**config.mk**
```make
export PLATFORM = sky130hd
export DESIGN_NAME = mdio_arbiter
export DESIGN_NICKNAME = d
export VERILOG_FILES = /design/src/rtl/mdio_arbiter.sv
export SDC_FILE = /design/constraint.sdc
export NUM_CORES = 1
export LEC_CHECK = 0
export CORE_MARGIN = 2
export CORE_UTILIZATION = 42
export CTS_CLUSTER_SIZE = 16
export DETAILED_ROUTE_END_ITERATION = 10
export PLACE_DENSITY = 0.92
export RECOVER_POWER = 25
export SLEW_MARGIN = 20
export SYNTH_ARGS = -nofsm -noshare
export SYNTH_HDL_FRONTEND = slang
export SYNTH_SLANG_ARGS = --single-unit
```
**constraint.sdc**
```tcl
create_clock -name sys_clk -period 2.1 [get_ports sys_clk]
set_clock_uncertainty 0.15 [all_clocks]
set_input_delay 0.42 -clock sys_clk [delete_from_list [all_inputs] [get_ports sys_clk]]
set_output_delay 0.42 -clock sys_clk [all_outputs]
set_load 0.005 [all_outputs]
```
**src/rtl/mdio_arbiter.sv**
```systemverilog
// Purpose: round-robin arbiter granting four requesters access to a single MDIO engine, with a per-transaction watchdog.
// Latency: ack/mdio_start_flag 1 cycle after the accepting edge; done/rdata/err 1 cycle after mdio_end_flag or watchdog expiry.
// Backpressure: one transaction in flight; requests are ignored outside IDLE, and the next accept can happen in the cycle that carries done.
module mdio_arbiter #(
  parameter int unsigned TIMEOUT_CYC = 65535
) (
  input  logic        sys_clk,
  input  logic        sys_rst_n,
  input  logic [3:0]  req,
  input  logic [3:0]  req_r_w,
  input  logic [19:0] req_phy_add,
  input  logic [19:0] req_reg_add,
  input  logic [63:0] req_wdata,
  output logic [3:0]  ack,
  output logic [3:0]  done,
  output logic [15:0] rdata,
  output logic        err,
  output logic        busy,
  output logic [1:0]  grant_id,
  output logic        mdio_start_flag,
  output logic        mdio_r_w,
  output logic [4:0]  mdio_phy_add,
  output logic [4:0]  mdio_reg_add,
  output logic [15:0] mdio_write_reg_data,
  input  logic [15:0] mdio_read_reg_data,
  input  logic        mdio_end_flag
);

  // Watchdog value at which the BUSY cycle being sampled is the last one allowed
  localparam logic [15:0] WD_LAST = 16'(TIMEOUT_CYC - 1);

  typedef enum logic [1:0] {
    IDLE   = 2'd0,
    LAUNCH = 2'd1,
    BUSY   = 2'd2
  } state_t;

  state_t      state;
  logic [1:0]  last_grant;
  logic [15:0] wdog;

  logic [1:0]  pick;
  logic        pick_vld;
  logic [1:0]  cand;
  logic [4:0]  pick_phy;
  logic [4:0]  pick_reg;
  logic [15:0] pick_wdata;

  // Round-robin search starting one above the last served requester; the
  // 4th candidate wraps back to last_grant itself
  always_comb begin
    pick     = 2'd0;
    pick_vld = 1'b0;
    cand     = 2'd0;
    for (int k = 1; k <= 4; k++) begin
      cand = last_grant + 2'(k);
      if (!pick_vld && req[cand]) begin
        pick     = cand;
        pick_vld = 1'b1;
      end
    end
  end

  // Field slices of the selected requester
  always_comb begin
    pick_phy   = req_phy_add[pick*5 +: 5];
    pick_reg   = req_reg_add[pick*5 +: 5];
    pick_wdata = req_wdata[pick*16 +: 16];
  end

  // Control FSM; every output is registered here
  always_ff @(posedge sys_clk or negedge sys_rst_n) begin
    if (!sys_rst_n) begin
      state               <= IDLE;
      last_grant          <= 2'd3;
      wdog                <= 16'd0;
      ack                 <= 4'b0000;
      done                <= 4'b0000;
      rdata               <= 16'h0000;
      err                 <= 1'b0;
      busy                <= 1'b0;
      grant_id            <= 2'd0;
      mdio_start_flag     <= 1'b0;
      mdio_r_w            <= 1'b1;
      mdio_phy_add        <= 5'd0;
      mdio_reg_add        <= 5'd0;
      mdio_write_reg_data <= 16'h0000;
    end else begin
      ack             <= 4'b0000;
      done            <= 4'b0000;
      mdio_start_flag <= 1'b0;
      unique case (state)
        IDLE: begin
          if (pick_vld) begin
            grant_id            <= pick;
            mdio_r_w            <= req_r_w[pick];
            mdio_phy_add        <= pick_phy;
            mdio_reg_add        <= pick_reg;
            mdio_write_reg_data <= pick_wdata;
            ack                 <= 4'b0001 << pick;
            mdio_start_flag     <= 1'b1;
            busy                <= 1'b1;
            state               <= LAUNCH;
          end
        end
        LAUNCH: begin
          wdog  <= 16'd0;
          state <= BUSY;
        end
        BUSY: begin
          // Completion is checked first so it wins over a simultaneous expiry
          if (mdio_end_flag) begin
            rdata      <= mdio_r_w ? mdio_read_reg_data : 16'h0000;
            err        <= 1'b0;
            done       <= 4'b0001 << grant_id;
            last_grant <= grant_id;
            wdog       <= 16'd0;
            busy       <= 1'b0;
            state      <= IDLE;
          end else if (wdog == WD_LAST) begin
            rdata      <= 16'hFFFF;
            err        <= 1'b1;
            done       <= 4'b0001 << grant_id;
            last_grant <= grant_id;
            wdog       <= 16'd0;
            busy       <= 1'b0;
            state      <= IDLE;
          end else begin
            wdog <= wdog + 16'd1;
          end
        end
        default: begin
          busy  <= 1'b0;
          state <= IDLE;
        end
      endcase
    end
  end

endmodule

```
Word-level counts from Yosys, hierarchy flattened:

Index checks and enable logic that the tools add are counted.

* add/subtract/negate cells: 4
* mux-type cells: 43
* bitwise gates (word level): 1
* reduce and logical (&&, ||, !) cells: 13
* $mul: 1
* order comparisons: 5
* eq/ne operators: 5
* shift-type cells: 5

Operators with widths (number)
* $mux W16: 5
* $shiftx A64 B7 Y16: 1
* $shiftx A20 B6 Y5: 2
* $pmux W16 S2: 1
* $mux W4: 5
* $mux W2: 9
* $add A16 B1 Y16 const B: 1
* $eq A16 B16 Y1 const B: 1
* $mux W1: 16
* $lt A2 B3 Y1 const B: 5
* $bmux W1 S2: 5
* $shl A1 B2 Y4 const A: 2
* $pmux W2 S3: 1
* $reduce_and A2 Y1: 3
* $mul A2 B3 Y5 const B: 1
* $add A2 B2 Y2 const B: 2
* $reduce_bool A2 Y1: 2
* $logic_and A1 B1 Y1: 3
* $logic_not A1 Y1: 3
* $ne A3 B3 Y1 const B: 1
* $pmux W1 S3: 1
* $reduce_and A3 Y1: 1
* $add A2 B1 Y2 const B: 1
* $eq A2 B1 Y1 const B: 1
* 4 further kinds: 4

* bits in registers: 76
* logic and storage cells: 91
* input bits: 131

Logic depth before layout (Yosys ltp):

* depth after elaboration: 16
* mapped depth: 9

Least setup slack after synthesis:

OpenSTA, ideal clock, no wires.

* path kind: register to register
* from: register state[0]
* to: register wdog[13]
* arrival: 1.647 ns
* required time: 1.829 ns
* stages on the path, launching flop included: 9
* library setup time: 0.121 ns
* setup slack: 0.182 ns
* path buffers: 1
* clock period less this slack: 1.918 ns
* cell sequence: dfrtp_1 -> inv_1 -> ha_1 -> clkbuf_1 -> nand3_1 -> nor4_1 -> nand2_1 -> xor2_1 -> nor2_1

* cells in the longest elaborated chain, start to end: 2
* elaborated cells on any way between the ends: 4

RTL lines
* start, declared: RTL line 38 `state_t state;`
* start signal, assigned: RTL line 74 `state <= IDLE;`
* start signal, assigned: RTL line 103 `state <= LAUNCH;`
* start signal, assigned: RTL line 108 `state <= BUSY;`
* $eq A2 B2 Y1 / $eq A2 B1 Y1 (equally long branches): RTL line 92 `unique case (state)`
* $pmux W16 S2 / $reduce_bool A2 Y1 (equally long branches)
* end signal, assigned: RTL line 129 `wdog <= wdog + 16'd1;`
* end, declared: RTL line 40 `logic [15:0] wdog;`

Parallel ways exist; a longest one is shown, timed or not.
A chain may end at the register's enable or synchronous reset.

Worst setup path in the final report:

* from: input req[1]
* to: register mdio_write_reg_data[0]

* cells in the longest elaborated chain, start to end: 13
* elaborated cells on any way between the ends: 24

RTL lines
* start, declared: RTL line 9 `input logic [3:0] req,`
* $bmux W1 S2: RTL line 57 `if (!pick_vld && req[cand]) begin`
* $mux W1 (implied by the code): RTL line 57
* $mux W1: RTL line 57
* $logic_not A1 Y1: RTL line 57
* $logic_and A1 B1 Y1: RTL line 57
* $mux W1: RTL line 57
* $logic_not A1 Y1: RTL line 57
* $logic_and A1 B1 Y1: RTL line 57
* $mux W1: RTL line 57
* $logic_not A1 Y1: RTL line 57
* $logic_and A1 B1 Y1: RTL line 57
* $mux W2 / $mux W1 (equally long branches): RTL line 57
* $shiftx A64 B7 Y16 / $reduce_and A2 Y1 (equally long branches)
* end signal, assigned: RTL line 99 `mdio_write_reg_data <= pick_wdata;`
* end, declared: RTL line 24 `output logic [15:0] mdio_write_reg_data,`

Parallel ways exist; a longest one is shown, timed or not. The select of a mux whose other input is x is not followed.

==> key figures <==
Global routing
  • Total GRT Usage: a little over a fifth
  • Global-route wire length before repair: around 18000 um
  • Vias in the first global route: between 3000 and 4000
  • Grt ovf: 0
  • Pin count of the biggest net entering global routing: 50
  • Initial antenna violation count: 0

CTS
  • Clk slew on worst S/H paths: 80 ps
  • TritonCTS clock tree: done
  • Clock insertion delay at the later pin of the skew report: between 300 and 400 ps
  • CTS max path bufs: 2
  • Clock tree sinks: 76
  • CTS Buf Count: 9
  • Root Driver: clkbuf_8
  • Setup Fix Bufs, Post-CTS: 0
  • H-Tree Depth: 3

Cells and area
  • Fin cells: 724
  • # diodes: 0
  • Final-layout fill cell count: 727
  • Fin util: 66.5%
  • Reg area: 0.00191 mm2
  • Share of layout cells above drive strength 1: ~13%
  • Fin nets: 723
  • Multi-input combinational cell area: roughly 0.0020 mm2
  • Synth-to-Final Area Change: 55.1%
  • Final Cell Area: between 0.006 and 0.007 mm2

Status
  • Status: finished clean

Setup path
  • Crit Path Max Fanout: 28
  • Crit path launch: req[1]
  • Worst r2r src: last_grant[1]
  • CP endpoint kind: register
  • Worst Path Required: 2170 ps
  • Worst EP arrival: 2090 ps
  • R2R depth: 6
  • Crit path cell chain: clkdlybuf4s50_1 -> nor4_2 -> or2b_1 -> inv_2 -> nand2_1 -> buf_12 -> o221ai_1
  • Crit path max-delay cell type: clkdlybuf4s50_1
  • Reg2reg end: mdio_reg_add[4]
  • CP max stage delay: 480 ps
  • FF-to-FF setup slack: roughly 90 ps
  • Setup CP Type: input pin to register
  • CP startpoint kind: input pin

Logic synthesis
  • Synth area leaders: dfrtp_1 44%, mux2i_1 14%, nand2_1 4.9%, o221ai_2 4.3%, o221ai_1 3.4%
  • Syn Nets: between 500 and 600
  • Synth cell types: 45
  • Most common cell in the netlist: dfrtp_1
  • Async SR Flop Fraction: 100%
  • Yosys reg bits: 76
  • Top FF cell, synth: dfrtp_1
  • Sequential-to-total area share from yosys stat: between 40% and 50%
  • Synth cell count leaders: 73 x dfrtp_1, 58 x mux2i_1, 54 x nand2_1
  • Mapped Cells: roughly 390
  • Syn. warnings: 0
  • Cell Area, Synth: between 0.004 and 0.005 mm2
  • Yosys top cell by area: dfrtp_1
  • Number of flops mapped to enable cells by yosys: 0
  • Post-synth top area share: about 44%
  • Syn avg cell area: approximately 11 um2

STA
  • Worst Max-Slew Pin Slew: between 700 and 800 ps
  • Final slew viol count: 0
  • Peak Freq: 494 MHz
  • Unrepaired setup endpoints after global routing: yes
  • Final hold vios: 0
  • Finish-stage setup viols: 0
  • Final Cycle Share: 96.3%
  • Min Clock Period, post-route: 2020 ps
  • Normalized max-slew margin: between 50% and 60%
  • Worst setup margin: roughly 77 ps

Placed design
  • Post-DP Area: a little over 0.006 mm2
  • Global placement routability congestion: approximately 0.9
  • Placed cells: between 700 and 800
  • Post-place setup slack: -394 ps
  • Detail Placement HPWL: just over 9000 um
  • Number of port buffers: 186

Route
  • DRT Pass-1 Iters: 5
  • Via-per-instance ratio: roughly 5.2
  • DRT Wirelength: 12100 um
  • Via Count: between 3000 and 4000
  • ANT nets after route: 0
  • DR DRC count: 0
  • DRT iter0 DRCs: between 200 and 250
  • Routed len/inst: around 17 um

Floorplanning
  • Core box area: 0.00968 mm2
  • I/O Pins: 187
  • Die H: approximately 100 um
  • Initial Util: 42.9%
  • # rows: 36
  • Die area: about 0.011 mm2
  • Die width: 103 um

Worst hold path
  • Hold path depth: 2
  • Worst Hold Path EP: mdio_write_reg_data[15]
  • HP Class: register to register
  • Worst min-delay path startpoint: mdio_write_reg_data[15]

Flow run
  • Max Cap Viol: 0

Pwr
  • Pwr Total: ~7600 uW
  • Static leakage: roughly 0.0028 uW
  • PD cells: 1170 mW/mm2
  • Worst IR Drop VDD: approximately 0.00077 V
## worst max path at each step
stage	endpoint	slack, ps	depth (start not counted)
3_3_place_gp	mdio_write_reg_data[14]	-300	8
3_5_place_dp	mdio_phy_add[4]	-390	8
4_1_cts	mdio_reg_add[4]	30	8
6_report	mdio_write_reg_data[0]	80	7
2_1_floorplan	wdog[13]	180	8
5_1_grt	mdio_write_reg_data[14]	-2	6
## cell usage in the layout, fill, tap and decap left out, drive strengths merged, types with 4 or more instances in the layout
cell type and instances:
clkdlybuf4s50 183, ha 6, xnor2 4, nand2b 4
nand2 55, o21ai 7, nor3 8, buf 31
and3 5, o221ai 28, a21oi 20, inv 12
clkbuf 14, a31oi 18, xor2 7, mux2i 58
dfrtp 73, nor2 20, nor2b 4, nand3 8
## metal layers
metal | part of all wire (%) | track usage, %
met1 | 39 | 24.9
met2 | 51 | 38.3
met3 | 7.6 | 4.97
met4 | 1.9 | 9.31
met5 | 0 | 0
## kinds of logic (layout without fill, tap and decap cells)
logic type,Yosys count,count (layout),share of synthesized area [%]
xor gates and xnor gates,11,11,2.32
and+or+nand+nor,113,113,12.7
AOI/OAI and AO/OA,79,79,15.0
DFF,76,76,45.9
buffers and inverters,41,246,7.63
adders and majority gates,6,6,1.81
muxes,60,60,14.6
## cell type report
class | instances | area share [%]
Clock buffer | 13 | 2.62
Clock inverter | 3 | 0.680
Inverter | 12 | 0.700
Multi-Input combinational cell | 269 | 30.3
Sequential cell | 76 | 29.6
Tap cell | 133 | 2.59
Timing Repair Buffer | 218 | 33.5
## timing repair
item	in CTS	in global routing
endpoints found under the hold margin	25	0
setup endpoints to repair	2	26
gates resized for setup	2	3
hold buffers	1	0
## state kept, by name (all words and copies together) (netlist names), 4 cells and up
signal               flops
mdio_write_reg_data     16
rdata                   16
wdog                    16
mdio_phy_add             5
mdio_reg_add             5
ack                      4
done                     4
## where the power goes
| part | leakage [uW] | switching, uW | internal, uW |
|---|---|---|---|
| Sequential | 0.000956 | 350 | 2040 |
| Clock | 0.000110 | 543 | 648 |
| Combinational | 0.00174 | 1760 | 2220 |
| Total | 0.00281 | 2650 | 4910 |
## critical path: cells and delay by family
family | cells | cell delay [ps]
AO/OA/AOI/OAI | 1 | 160
buffers and inverters | 3 | 760
AND/OR/NAND/NOR | 3 | 730
## through the flow
step / hold WS [ps] / TNS [ps]
2_1_floorplan: -25.6 / 0
3_3_place_gp: 216 / -7760
3_5_place_dp: 225 / -9520
4_1_cts: 344 / 0
5_1_grt: 366 / -1.61
6_report: 345 / 0
No activity file was read; power rests on OpenSTA's default activity.
==> RTL change 1: new RTL, config.mk and constraints unchanged <==
Encoding of `state_t`: now one-hot (3 bits for 3 states).
--- a/src/rtl/mdio_arbiter.sv
+++ b/src/rtl/mdio_arbiter.sv
@@ -29,10 +29,10 @@
   // Watchdog value at which the BUSY cycle being sampled is the last one allowed
   localparam logic [15:0] WD_LAST = 16'(TIMEOUT_CYC - 1);
 
-  typedef enum logic [1:0] {
-    IDLE   = 2'd0,
-    LAUNCH = 2'd1,
-    BUSY   = 2'd2
+  typedef enum logic [2:0] {
+    IDLE   = 3'b001,
+    LAUNCH = 3'b010,
+    BUSY   = 3'b100
   } state_t;
 
   state_t      state;
Check against the original RTL: same outputs for any inputs over 10 cycles, from zero or initial values and one cycle with sys_rst_n low; not proved beyond that.
==> RTL change 1 against the unedited design <==
- the flow now finishes with violations (negative setup slack)
- clock power rose by 24%
- cell count rose by 11%
- setup slack got worse by 88 ps
- wire length rose by 21%
- synthesized area rose by 3.5%
- total power rose by 5.9%
- fmax fell by 4.2%
- sequential cell count rose by 1
- via count rose by 19%
- die area rose by 3.4%
- design area rose by 9.9%
==> RTL change 1: results (changes against the unedited design) <==
outcome: complete, but fails checks
failing checks: negative setup slack
Slew headroom: 34.4% (-17 points)
dpl cells: 773 (+9.3%)
Max FO, Critical Path: 8 (-71%)
synth cell count leaders: dfrtp_1 (73), nand2_1 (58), o21ai_0 (36), mux2i_1 (32), and3_1 (28)
Worst Path Arrival: 2180 ps (+90 ps)
top post-synthesis cells by area: dfrtp_1 (43%), mux2i_1 (7.5%), nand2_1 (5.1%)
DR WL met2: 7760 um (+25%)
fraction of layout cells with a size suffix above 1: 15.9% (+3.3 points)
Final HPWL DP: 10500 um (+15%)
filler cell count: 680 (-6.5%)
Final WS setup: -10.2 ps (-87.6 ps)
number of global-route vias before repair: 4567 (+20%)
Largest stage delay, worst path: 560 ps (+80 ps)
Tot GR Track Use: 25.8% (+4.2 points)
largest net degree at the start of global routing: 40 (-20%)
met3 GRT Util: 6.80% (+1.8 points)
Post-DP Area: 6600 um2 (+6.2%)
final non-filler cell total: 804 (+11%)
grt met2 use: 47.5% (+9.2 points)
via count: 4510 (+19%)
TNS Setup: -10.2 ps (-10.2 ps)
final period utilization: 100% (+4.2 points)
final setup fails: 1 (+1)
routed length on met3: 1070 um (+16%)
==> RTL change 1: path summary, 6_finish.rpt <==
kind / from / to / slack, ps / depth (start not counted)
worst min-delay path: wdog[13]$_DFFE_PN0P_ / wdog[13]$_DFFE_PN0P_ / 340 / 1
worst max-delay path: last_grant[1]$_DFFE_PN1P_ / mdio_phy_add[3]$_DFFE_PN0P_ / -10 / 7
worst min register to register: wdog[13]$_DFFE_PN0P_ / wdog[13]$_DFFE_PN0P_ / 340 / 1
min in group asynchronous: sys_rst_n / wdog[13]$_DFFE_PN0P_ / 620 / 2
max in group asynchronous: sys_rst_n / grant_id[1]$_DFFE_PN0P_ / 320 / 3
worst max register to register: last_grant[1]$_DFFE_PN1P_ / mdio_phy_add[3]$_DFFE_PN0P_ / -10 / 7
==> RTL change 1: stage by stage <==
| step | hold slack [ps] | worst slack (ps) | util, % |
|---|---|---|---|
| finish | 338 | -10.2 | 71.7 |
| global route | 383 | -67.5 | 71.7 |
| CTS | 327 | -1.25 | 71.0 |
| detailed placement | 269 | -587 | 66.9 |
| global placement | 271 | -427 | 66.9 |
| floorplan | -25.6 | 112 | - |
==> RTL change 1: cell type report <==
class | instances | area [um2] | share of cell area (%)
Clock inverter | 6 | 136 | 1.93
Inverter | 7 | 26.3 | 0.371
Multi-Input combinational cell | 320 | 2220 | 31.3
Timing Repair Buffer | 251 | 2470 | 34.9
Tap cell | 133 | 166 | 2.35
Clock buffer | 10 | 128 | 1.80
Sequential cell | 77 | 1930 | 27.3
==> RTL change 1: power by group through the flow <==
| stage | clock (mW) | combinational (mW) | sequential, mW |
|---|---|---|---|
| floorplan | 0 | 1.70 | 2.41 |
| global placement | 0 | 3.60 | 2.40 |
| detailed placement | 0 | 3.75 | 2.42 |
| CTS | 1.48 | 3.95 | 2.40 |
| global route | 1.54 | 4.42 | 2.46 |
| finish | 1.47 | 4.13 | 2.41 |
==> RTL change 1: timing repair <==
item | CTS | global route
hold buffers | 1 | 0
endpoints found under the hold margin | 32 | 0
endpoints found under the setup margin | 29 | 32
pin swaps | 2 | 2
cloned | 3 | 1
buffers inserted | 7 | 3
resized for setup | 15 | 21
==> RTL change 1: kinds of logic after synthesis <==
group | after synthesis | share of synthesized area [%]
buffers and inverters | 44 | 5.62
DFF | 77 | 45.0
muxes | 34 | 7.98
xor gates and xnor gates | 1 | 0.204
adders and majority gates | 2 | 0.582
and+or+nand+nor | 140 | 17.5
AOI/OAI and AO/OA | 142 | 23.2
==> RTL change 1: worst register-to-register path, stage by stage (launching register included) <==
cell       delay [ps]
dfstp_2           560
mux2i_1           190
buf_4             140
a2bb2oi_4         170
and2_4            240
buf_12            160
mux2i_4           260
o211ai_1          110
==> RTL change 2: new RTL, config.mk and constraints unchanged <==
Made on the original files. Set the parameter `TIMEOUT_CYC` to 32767 (it was 65535).
--- a/src/rtl/mdio_arbiter.sv
+++ b/src/rtl/mdio_arbiter.sv
@@ -2,7 +2,7 @@
 // Latency: ack/mdio_start_flag 1 cycle after the accepting edge; done/rdata/err 1 cycle after mdio_end_flag or watchdog expiry.
 // Backpressure: one transaction in flight; requests are ignored outside IDLE, and the next accept can happen in the cycle that carries done.
 module mdio_arbiter #(
-  parameter int unsigned TIMEOUT_CYC = 65535
+  parameter int unsigned TIMEOUT_CYC = 32767
 ) (
   input  logic        sys_clk,
   input  logic        sys_rst_n,
Formal check against the unedited RTL: same outputs for any inputs over 10 cycles, from zero or initial values and one cycle with sys_rst_n low; that may be too few to reach the edited logic, so the function may still have changed.
==> RTL change 2 against the unedited design <==
- design area increased by 3.1%
- wire length increased by 12%
- synthesized area increased by 2.4%
- total power increased by 4.1%
- first-iteration DRC count decreased by 9.8%
- global-route usage increased by 3.4 points
- setup slack got worse by 47 ps
- sequential cell count unchanged
- sequential share of layout area decreased by 0.88 points
==> RTL change 2: results (changes against the unedited design) <==
Slew headroom: 38.3% (-13 points)
net count after synthesis: 505 (-3.4%)
Hold Path Class: reg2reg
r2r endpoint: mdio_write_reg_data[15]$_DFFE_PN0P_
Reg2Reg Setup Slack: 60 ps (-30 ps)
Worst Path Arrival: 2150 ps (+60 ps)
largest net degree at the start of global routing: 37 (-26%)
grt met2 use: 44.5% (+6.2 points)
fraction of layout cells with a size suffix above 1: 18.6% (+5.9 points)
HP Start: mdio_write_reg_data[6]$_DFFE_PN0P_
Final nets: 713 (-1.4%)
Routed WL per cell: 19.1 um (+14%)
IO Port Bufs: 186 (unchanged)
Tot GR Track Use: 25.0% (+3.4 points)
met3 GRT Util: 5.05% (+0.080 points)
initial antenna violation count: 0 (unchanged)
Max FO, Critical Path: 15 (-46%)
met1 track demand over resource: 29.2% (+4.3 points)
post-synthesis sequential area ratio: 44.8% (-1.1 points)
root buffer cell: clkbuf_8
outcome: finished, final reports clean
number of global-route vias before repair: 4061 (+7.0%)
CTS Buf Count: 9 (unchanged)
placer congestion estimate: 0.906 (+0.94%)
leak pwr: 2.87 nW (+2.3%)
DRT Pass-1 Iters: 5 (unchanged)
synth cell count leaders: dfrtp_1 (73), mux2i_1 (56), nand2_1 (54), nor2_1 (22), o221ai_2 (19)
Post-DP Area: 6360 um2 (+2.4%)
vias per inst: 5.37 (+2.8%)
first-pass GRT wire length: 21500 um (+21%)
CTS H-tree lvls: 3 (unchanged)
Synth cell types: 50 (+11%)
Final HPWL DP: 10600 um (+16%)
Initial DRC Count: 184 (-9.8%)
WHS Endpoint: mdio_write_reg_data[6]$_DFFE_PN0P_
[RTL change 2: cell type report]
cell class,instances,area [um2],share of cell area (%)
multi-input combinational,257,2110,31.8
inverter,9,33.8,0.509
clock buffer,10,138,2.07
timing repair buffer,223,2220,33.4
tap,133,166,2.51
clock inverter,6,63.8,0.962
sequential,76,1910,28.7
[RTL change 2: worst max path at each step]
stage	start	end	slack [ps]	cells past startpoint
after floorplan	state[0]$_DFFE_PN0P_	wdog[12]$_DFFE_PN0P_	120	9
after global placement	req[3]	mdio_write_reg_data[15]$_DFFE_PN0P_	-370	8
after detailed placement	req[3]	mdio_write_reg_data[9]$_DFFE_PN0P_	-470	8
after CTS	last_grant[1]$_DFFE_PN1P_	mdio_write_reg_data[9]$_DFFE_PN0P_	8	7
after global routing	req[2]	mdio_write_reg_data[6]$_DFFE_PN0P_	-40	8
final	req[2]	mdio_write_reg_data[15]$_DFFE_PN0P_	30	8
[RTL change 2: logic make-up (layout without fill, tap and decap cells)]
kind of cell / after synthesis / after routing / share of synthesized area [%]
flops: 76 / 76 / 44.8
compound gates: 62 / 62 / 16.1
buf+inv: 35 / 248 / 6.83
fa+ha+maj: 6 / 6 / 1.77
xor+xnor: 11 / 11 / 2.27
mux: 59 / 59 / 14.0
simple gates: 119 / 119 / 14.2
[RTL change 2: report_power, final]
part	internal (mW)	switching (mW)
Sequential	2.03	0.398
Combinational	2.46	1.83
Clock	0.579	0.570
Total	5.07	2.80
[RTL change 2: what timing repair did]
action / in CTS / in global routing
setup buffers: 0 / 4
endpoints found under the hold margin: 29 / 0
hold buffers: 1 / 0
setup endpoints to repair: 18 / 26
gates resized for setup: 3 / 8
[RTL change 2: tightest hold or removal path: cells and delay by family, from the launching register on]
family,cells,cell delay (ps)
compound gates,1,50
flops,1,350
simple gates,1,60
[RTL change 2: metal layers]
| metal | wire length (um) | up-vias |
|---|---|---|
| met1 | 5120 | 1873 |
| li1 | - | 1747 |
| met3 | 793 | 36 |
| met4 | 478 | 0 |
| met5 | 0 | - |
| met2 | 7210 | 176 |
[RTL change 2: through the flow]
step | hold WS, ps | power (mW) | utilization [%] | setup WS, ps | cells
finish | 352 | 7.87 | 67.6 | 29.9 | 714
global route | 371 | 8.33 | 67.6 | -37.3 | 714
CTS | 349 | 7.83 | 67.0 | 8.48 | 710
detailed placement | 270 | 6.67 | 64.7 | -468 | 693
global placement | 266 | 6.48 | 64.7 | -367 | 693
floorplan | -25.6 | 4.75 | - | 116 | 368
